**src/rtl/ps2_pkg.sv**
```systemverilog
// ps2_pkg: shared types and frame constants for the PS/2 receive path.
//   state_t        : receiver FSM states (IDLE, DPS, LOAD)
//   PS2_*          : frame length and bit positions within the 11-bit frame
package ps2_pkg;

  typedef enum logic [1:0] {
    IDLE = 2'd0,
    DPS  = 2'd1,
    LOAD = 2'd2
  } state_t;

  localparam int PS2_FRAME_BITS = 11;
  localparam int PS2_START_BIT  = 0;
  localparam int PS2_PARITY_BIT = 9;
  localparam int PS2_STOP_BIT   = 10;

endpackage

```
**src/rtl/ps2_filter.sv**
```systemverilog
// ps2_filter: synchronises the raw PS/2 lines into clk and debounces the
// PS/2 clock, producing a one-cycle strobe on each filtered falling edge.
// Ports:
//   clk, reset : system clock, synchronous active-high reset
//   ps2c, ps2d : raw PS/2 clock and data lines
//   ps2d_sync  : synchronised data line
//   fall_edge  : one-cycle pulse on a filtered ps2c falling edge
module ps2_filter
  import ps2_pkg::*;
#(
  parameter int SYNC_STAGES = 2,
  parameter int FILTER_LEN  = 8
) (
  input  logic clk,
  input  logic reset,
  input  logic ps2c,
  input  logic ps2d,
  output logic ps2d_sync,
  output logic fall_edge
);

  logic [SYNC_STAGES-1:0] c_sync;
  logic [SYNC_STAGES-1:0] d_sync;
  logic [FILTER_LEN-1:0]  filter_reg;
  logic                   f_ps2c_reg;
  logic                   f_ps2c_next;

  always_ff @(posedge clk) begin
    if (reset) begin
      c_sync     <= '0;
      d_sync     <= '0;
      filter_reg <= '0;
      f_ps2c_reg <= 1'b0;
    end else begin
      c_sync     <= {c_sync[SYNC_STAGES-2:0], ps2c};
      d_sync     <= {d_sync[SYNC_STAGES-2:0], ps2d};
      filter_reg <= {c_sync[SYNC_STAGES-1], filter_reg[FILTER_LEN-1:1]};
      f_ps2c_reg <= f_ps2c_next;
    end
  end

  // The filtered clock only moves once the whole window agrees; mixed
  // windows (glitches shorter than FILTER_LEN) keep the previous level.
  always_comb begin
    f_ps2c_next = f_ps2c_reg;
    if (&filter_reg)
      f_ps2c_next = 1'b1;
    else if (~|filter_reg)
      f_ps2c_next = 1'b0;
  end

  assign fall_edge = f_ps2c_reg & ~f_ps2c_next;
  assign ps2d_sync = d_sync[SYNC_STAGES-1];

endmodule

```
**config.mk**
```make
export PLATFORM = sky130hd
export DESIGN_NAME = ps2_filter
export DESIGN_NICKNAME = d
export VERILOG_FILES = /design/src/rtl/ps2_pkg.sv /design/src/rtl/ps2_filter.sv
export SDC_FILE = /design/constraint.sdc
export NUM_CORES = 1
export LEC_CHECK = 0
export CAP_MARGIN = 10
export CORE_AREA = 10 10 47 49
export CTS_CLUSTER_SIZE = 30
export DETAILED_ROUTE_END_ITERATION = 10
export DIE_AREA = 0 0 57 59
export PLACE_DENSITY_LB_ADDON = 0.15
export SYNTH_ARGS = -nofsm -noshare
export SYNTH_HDL_FRONTEND = slang
export SYNTH_SLANG_ARGS = --single-unit
export TNS_END_PERCENT = 5
```
**constraint.sdc**
```tcl
create_clock -name clk -period 2.4 [get_ports clk]
set_input_delay 0.48 -clock clk [delete_from_list [all_inputs] [get_ports clk]]
set_output_delay 0.48 -clock clk [all_outputs]
set_load 0.05 [all_outputs]
```
After elaboration in Yosys (flattened, before gate mapping)
Cells that the tools add are included.
{ "totals": {"ff_bits": 13, "inputBits": 4, "out_inout_bits": 2, "wordCells": 10} }
{ "op_classes": {"mux": 2, "bitwise": 2, "n_reduce_logical": 2} }
{ "ops": {"columns": ["op", "count"], "rows": [
  ["8-bit AND reduction", 1],
  ["8-bit OR reduction", 1],
  ["1-bit two-way mux", 2],
  ["1-bit AND", 1],
  ["1-bit NOT", 1]
]} }

Longest topological paths before layout
Gate-level depths: netlist of run 1.
{ "depth": {"word_depth": 5, "mapped_depth": 3, "depth_no_buf": 3} }

Worst setup path before layout of run 1
OpenSTA, ideal clock, no wires.
{ "synth_path": {"path_kind": "register to output", "from": "register filter_reg[7]", "to": "output port fall_edge", "t_arrival_ns": 1.074, "required_time_ns": 1.920, "slack_ns": 0.846, "stages_incl_launch_ff": 3, "path_buffers": 0, "cell_sequence": "dfxtp_1 > nor4_4 > and3_1"} }
{ "synth_between": {"elab_chain_cells": 5, "elab_cells_between_ends": 6, "classes_between": "mux: 2; bitwise: 2; reduce/logical: 2"} }
{ "synth_lines": {"columns": ["item", "line_no", "text"], "rows": [
  ["from (decl)", "ps2_filter.sv:24", "logic [FILTER_LEN-1:0] filter_reg;"],
  ["from (signal assigned)", "ps2_filter.sv:37", "filter_reg <= {c_sync[SYNC_STAGES-1], filter_reg[FILTER_LEN-1:1]};"],
  ["8-bit OR reduction", "ps2_filter.sv:48", "else if (~|filter_reg)"],
  ["1-bit two-way mux", "ps2_filter.sv:48", null],
  ["1-bit two-way mux *", "ps2_filter.sv:46", "if (&filter_reg)"],
  ["1-bit NOT *", "ps2_filter.sv:52", "assign fall_edge = f_ps2c_reg & ~f_ps2c_next;"],
  ["1-bit AND *", "ps2_filter.sv:52", null],
  ["to (decl)", "ps2_filter.sv:19", "output logic fall_edge"]
]} }
Every way passes the cells marked *; elsewhere a longest branch is shown, timed or not.

Worst setup path after layout of run 1
{ "layout_path": {"from": "register d_sync[1]", "to": "output port ps2d_sync"} }
{ "layout_rtl": {"columns": ["item", "line_no", "text"], "rows": [
  ["from (decl)", "ps2_filter.sv:23", "logic [SYNC_STAGES-1:0] d_sync;"],
  ["from (signal assigned)", "ps2_filter.sv:36", "d_sync <= {d_sync[SYNC_STAGES-2:0], ps2d};"],
  ["to (decl)", "ps2_filter.sv:18", "output logic ps2d_sync,"]
]} }
No word-level cell between the ends.

==> results of run 1 <==
-- metal layers --
metal  global-route usage  vias up  share of wire  wire, um
met5                    0        -              0         0
met4               0.0302        0              0         0
met3               0.0279        0          0.055        35
met2               0.0713        5           0.50       320
met1               0.0420      126           0.44       280
li1                     -      133              -         -
-- per-stage QoR --
stage	hold WS (ns)	worst slack, ns	area (um2)	cells	util
global route	0.463	0.482	514	59	0.367
CTS	0.448	0.533	514	59	0.367
floorplan	0.414	0.846	418	34	-
global placement	0.431	0.815	488	55	0.348
detailed placement	0.430	0.782	488	55	0.348
finish	0.442	0.553	514	59	0.367
-- cells by family (layout without fill, tap and decap cells) --
logic type      Yosys count  count (layout)  synth area share
simple gates             18              18             0.329
flops                    13              13             0.623
compound gates            2               2            0.0359
buf+inv                   1              10            0.0120
-- cell type report --
cell class / instances / share of cell area
clock buffer: 4 / 0.0511
tap: 16 / 0.0389
sequential: 13 / 0.506
multi-input combinational: 20 / 0.297
timing repair buffer: 6 / 0.107
-- power by group through the flow --
stage               registers (W)  clock network [W]   logic [W]
floorplan                0.000229                  0  0.00000736
global placement         0.000227                  0   0.0000180
detailed placement       0.000227                  0   0.0000183
CTS                      0.000221           0.000134   0.0000183
global route             0.000222           0.000148   0.0000198
finish                   0.000221           0.000127   0.0000179
-- Yosys cell counts --
cell / count / area share
a21oi_1: 1 / 0.012
a41o_1: 1 / 0.024
and3_1: 1 / 0.015
buf_2: 1 / 0.012
dfxtp_1: 13 / 0.62
nand2b_1: 1 / 0.015
nand4_1: 1 / 0.015
nor2b_1: 11 / 0.16
nor2b_2: 1 / 0.021
nor3b_1: 1 / 0.018
nor4_2: 1 / 0.030
nor4_4: 1 / 0.051
-- worst max-delay path by stage --
stage                        startpoint    endpoint  slack [ns]
after global routing          d_sync[1]   ps2d_sync        0.48
after global placement            reset  f_ps2c_reg        0.82
after CTS                     d_sync[1]   ps2d_sync        0.53
final                         d_sync[1]   ps2d_sync        0.55
after floorplan           filter_reg[7]   fall_edge        0.85
after detailed placement          reset  f_ps2c_reg        0.78
==> results.ini, run 1 <==
[setup_path]
crit_path_max_fanout=1
reg2reg_slack_ns=1.35
critPathArrivalTime_ns=1.37
reg2reg_depth=3
cp.depth=1
critical_path.top_delay_family=buffers and inverters
path_cells=clkdlybuf4s50_1
rr_endpoint=f_ps2c_reg
crit_slowest_cell=clkdlybuf4s50_1
start_kind=flop
cp.required_ns=1.92
r2r-start=filter_reg[7]
max_stage_delay_ns=0.79
cp_num_buf_inv=1
critical_path_class=reg2out
crit_path_end_kind=output pin

[timing]
fin_skew_ns=0.000279
tightest_slew_ns=0.497
slew-limit-headroom=0.668
setup_tns_ns=0
hold_viol_final=0
setup_viol=0
period_needed_ns=1.85
fmax_ghz=0.541
fin_crit_sh=0.770
rsz0062_at_grt=no
finalMaxSlewViolations=0

[detailed_routing]
first_pass_iters=1
route.detailed.drc=0
via_per_inst=4.47
drt-total-wl_um=636
num_vias=264
wl_per_cell_um=10.8
drt_iter0_markers=0
final_antenna_net_count=0

[floorplanning]
die_w_um=57
dieArea_um2=3360
num_rows=14
die_height_um=59
core_region_area_um2=1400
io-pin-count=6
initial_core_util=0.298

[job]
drv_cap=0

[cells_and_area]
layout_commonest_cell=dfxtp_1
fillCellCount=156
regArea_um2=260
synthToLayoutAreaGrowth_pct=23.1
layout_common_cells=dfxtp_1, nor2b_1, clkdlybuf4s50_1
nNetsFinal=48
drive_gt1_frac=0.186
multiInputGateArea_um2=153
antenna_cells=0
largest_reg_flops=8

[synthesis]
syn_avg_cell_area_um2=12.3
seq_area_frac_synth=0.623
synth_seq_cells=13
syn_inst=34
ys_types=12
syn_nets=38
ys_warn_count=0
syn_area_um2=418

[placed_design]
numPortBuffers=5
globalplace.congestion=0.666

[pwr]
combinationalPowerShare=0.049
vdd_ir_drop_max_uv=300
pwr-share-seq=0.605
power_w=0.000366
clock_power_share=0.346
switchingPower_w=0.0000721
power_leakage_nw=0.204
power_switching_share=0.197
power.internal_w=0.000294
p_per_area_nw_per_um2=712

[hold_path]
whs_endpoint=filter_reg[7]
hold_depth=1
hold_class=reg2reg
holdCritStartpoint=c_sync[1]

[clocking]
cts_tree=done
cts_hold_buffers=0
htree_levels=1
cts_sinks=13
post_cts_buffers=0
cts-root-buf=clkbuf_4
clockBufferDepth=2
ctsResizeCount=0
clock_latency_ns=0.26
numCtsBuffers=3
cts.reportedPaths.clkPinSlew_ns=0.07

[global_route]
track_usage=0.0447
grt_max_degree=15
overflow=0
antenna_found_initial=0
grt_pass1_wl_um=1150
grt_pass1_vias=269

[outcome]
status=complete, no violations

Power figures use the tool's default switching activity.
==> run 2: changes to the inputs <==
- clock period: 2.4 -> 1.5 ns (I/O delays scaled with it)
==> results.ini, run 2 (synthesis results as in run 1) <==
[timing]
tightest_slew_ns=0.214  ; -0.282 ns
period_needed_ns=1.55
setup_viol=1  ; +1
rsz0062_at_grt=yes
fin_crit_sh=1.03
fin_skew_ns=0.00114  ; +0.000859 ns
hold_viol_final=0  ; unchanged
fmax_ghz=0.645
finalMaxSlewViolations=0  ; unchanged
setup_tns_ns=-0.0507  ; -0.0507 ns
fin_ws_ns=-0.0507  ; -0.603 ns
slew-limit-headroom=0.856  ; +0.188

[detailed_routing]
drt_iter0_markers=6  ; +6
num_vias=264  ; unchanged
first_pass_iters=2  ; +1
route.detailed.drc=0  ; unchanged
wl_per_cell_um=11.5  ; +6.4%
via_per_inst=4.40  ; -1.7%
drt-total-wl_um=688  ; +8.2%
final_antenna_net_count=0  ; unchanged

[outcome]
status=finished, violations left
violations=negative setup slack

[setup_path]
crit_path_end_kind=output pin
cp.required_ns=1.20  ; -0.72 ns
r2r-start=filter_reg[4]
reg2reg_slack_ns=0.46  ; -0.89 ns
start_kind=flop
reg2reg_depth=3  ; unchanged
critical_path_class=reg2out
crit_path_max_fanout=2  ; +1
rr_endpoint=f_ps2c_reg
critPathArrivalTime_ns=1.25  ; -0.12 ns

[floorplanning]
die_height_um=59  ; unchanged
num_rows=14  ; unchanged
initial_core_util=0.298  ; unchanged
io-pin-count=6  ; unchanged
die_w_um=57  ; unchanged
core_region_area_um2=1400  ; unchanged
dieArea_um2=3360  ; unchanged

[pwr]
vdd_ir_drop_max_uv=506  ; +69%
power_w=0.000599  ; +63%
power_leakage_nw=0.222  ; +9.2%
p_per_area_nw_per_um2=1060  ; +49%

[global_route]
overflow=0  ; unchanged
track_usage=0.0447  ; unchanged
grt_pass1_vias=302  ; +12%
antenna_found_initial=0  ; unchanged
grt_pass1_wl_um=1120  ; -2.4%
grt_max_degree=13  ; -2

[cells_and_area]
antenna_cells=0  ; unchanged
synthToLayoutAreaGrowth_pct=34.7
layout_commonest_cell=nor2b_1
nNetsFinal=49  ; +2.1%
layout_common_cells=nor2b_1, dfxtp_1, dfxtp_2
largest_reg_flops=8  ; unchanged
drive_gt1_frac=0.341  ; +0.155

[placed_design]
globalplace.congestion=0.752  ; +13%
place_hpwl_um=499
numPortBuffers=5  ; unchanged
dp_slack_ns=0.179  ; -0.603 ns

[job]
drv_cap=0  ; unchanged

[clocking]
cts_sinks=13  ; unchanged
cts_hold_buffers=0  ; unchanged
cts.reportedPaths.clkPinSlew_ns=0.08  ; about the same
cts_tree=done
numCtsBuffers=3  ; unchanged
clock_latency_ns=0.27  ; about the same
clockBufferDepth=2  ; unchanged
htree_levels=1  ; unchanged
cts-root-buf=clkbuf_4

[hold_path]
holdCritStartpoint=c_sync[1]
hold_depth=1  ; unchanged
hold_class=reg2reg
whs_endpoint=filter_reg[7]

run 2: layout make-up:
class	instances	area (um2)
flip-flops and latches	13	265
clock buffers	4	26.3
fillers	142	838
well taps	16	20.0
repair buffers	7	85.1
multi-input cells	20	166
run 2: per-stage QoR:
stage	cells	hold slack (ns)	util	instance area, um2
6_report	60	0.447	0.402	563
5_1_grt	60	0.468	0.402	563
4_1_cts	60	0.449	0.400	561
3_5_place_dp	55	0.433	0.364	510
3_3_place_gp	55	0.421	0.364	510
2_1_floorplan	34	0.372	-	418
run 2: metal layers:
metal / global-route usage / vias to the layer above / share of wire
li1: - / 133 / -
met1: 0.0384 / 126 / 0.46
met2: 0.0713 / 5 / 0.49
met3: 0.0215 / 0 / 0.047
met5: 0 / - / 0
met4: 0.0503 / 0 / 0
run 2: power breakdown:
group / leakage [nW] / switching (W) / internal, W / total, W
logic: 0.0998 / 0.0000123 / 0.0000188 / 0.0000311
clock network: 0.0150 / 0.000109 / 0.000103 / 0.000212
registers: 0.108 / 0.00000359 / 0.000352 / 0.000355
total: 0.222 / 0.000125 / 0.000473 / 0.000599
run 2: critical path, stage by stage (launching register included):
cell	delay (ns)
dfxtp_2	0.34
nor4_4	0.28
and3_4	0.23
buf_12	0.13
run 2: worst max-delay path by stage:
stage	slack, ns	endpoint	from
finish	-0.05	fall_edge	filter_reg[4]
global route	-0.08	fall_edge	filter_reg[2]
CTS	-0.08	fall_edge	filter_reg[4]
detailed placement	0.18	fall_edge	filter_reg[1]
global placement	0.24	fall_edge	filter_reg[1]
floorplan	0.13	fall_edge	filter_reg[7]
run 2: timing repair:
action,in CTS,in global routing
buffers inserted,1,0
setup endpoints to repair,1,1
cloned,0,0
resized for setup,4,2
pin swaps,2,2
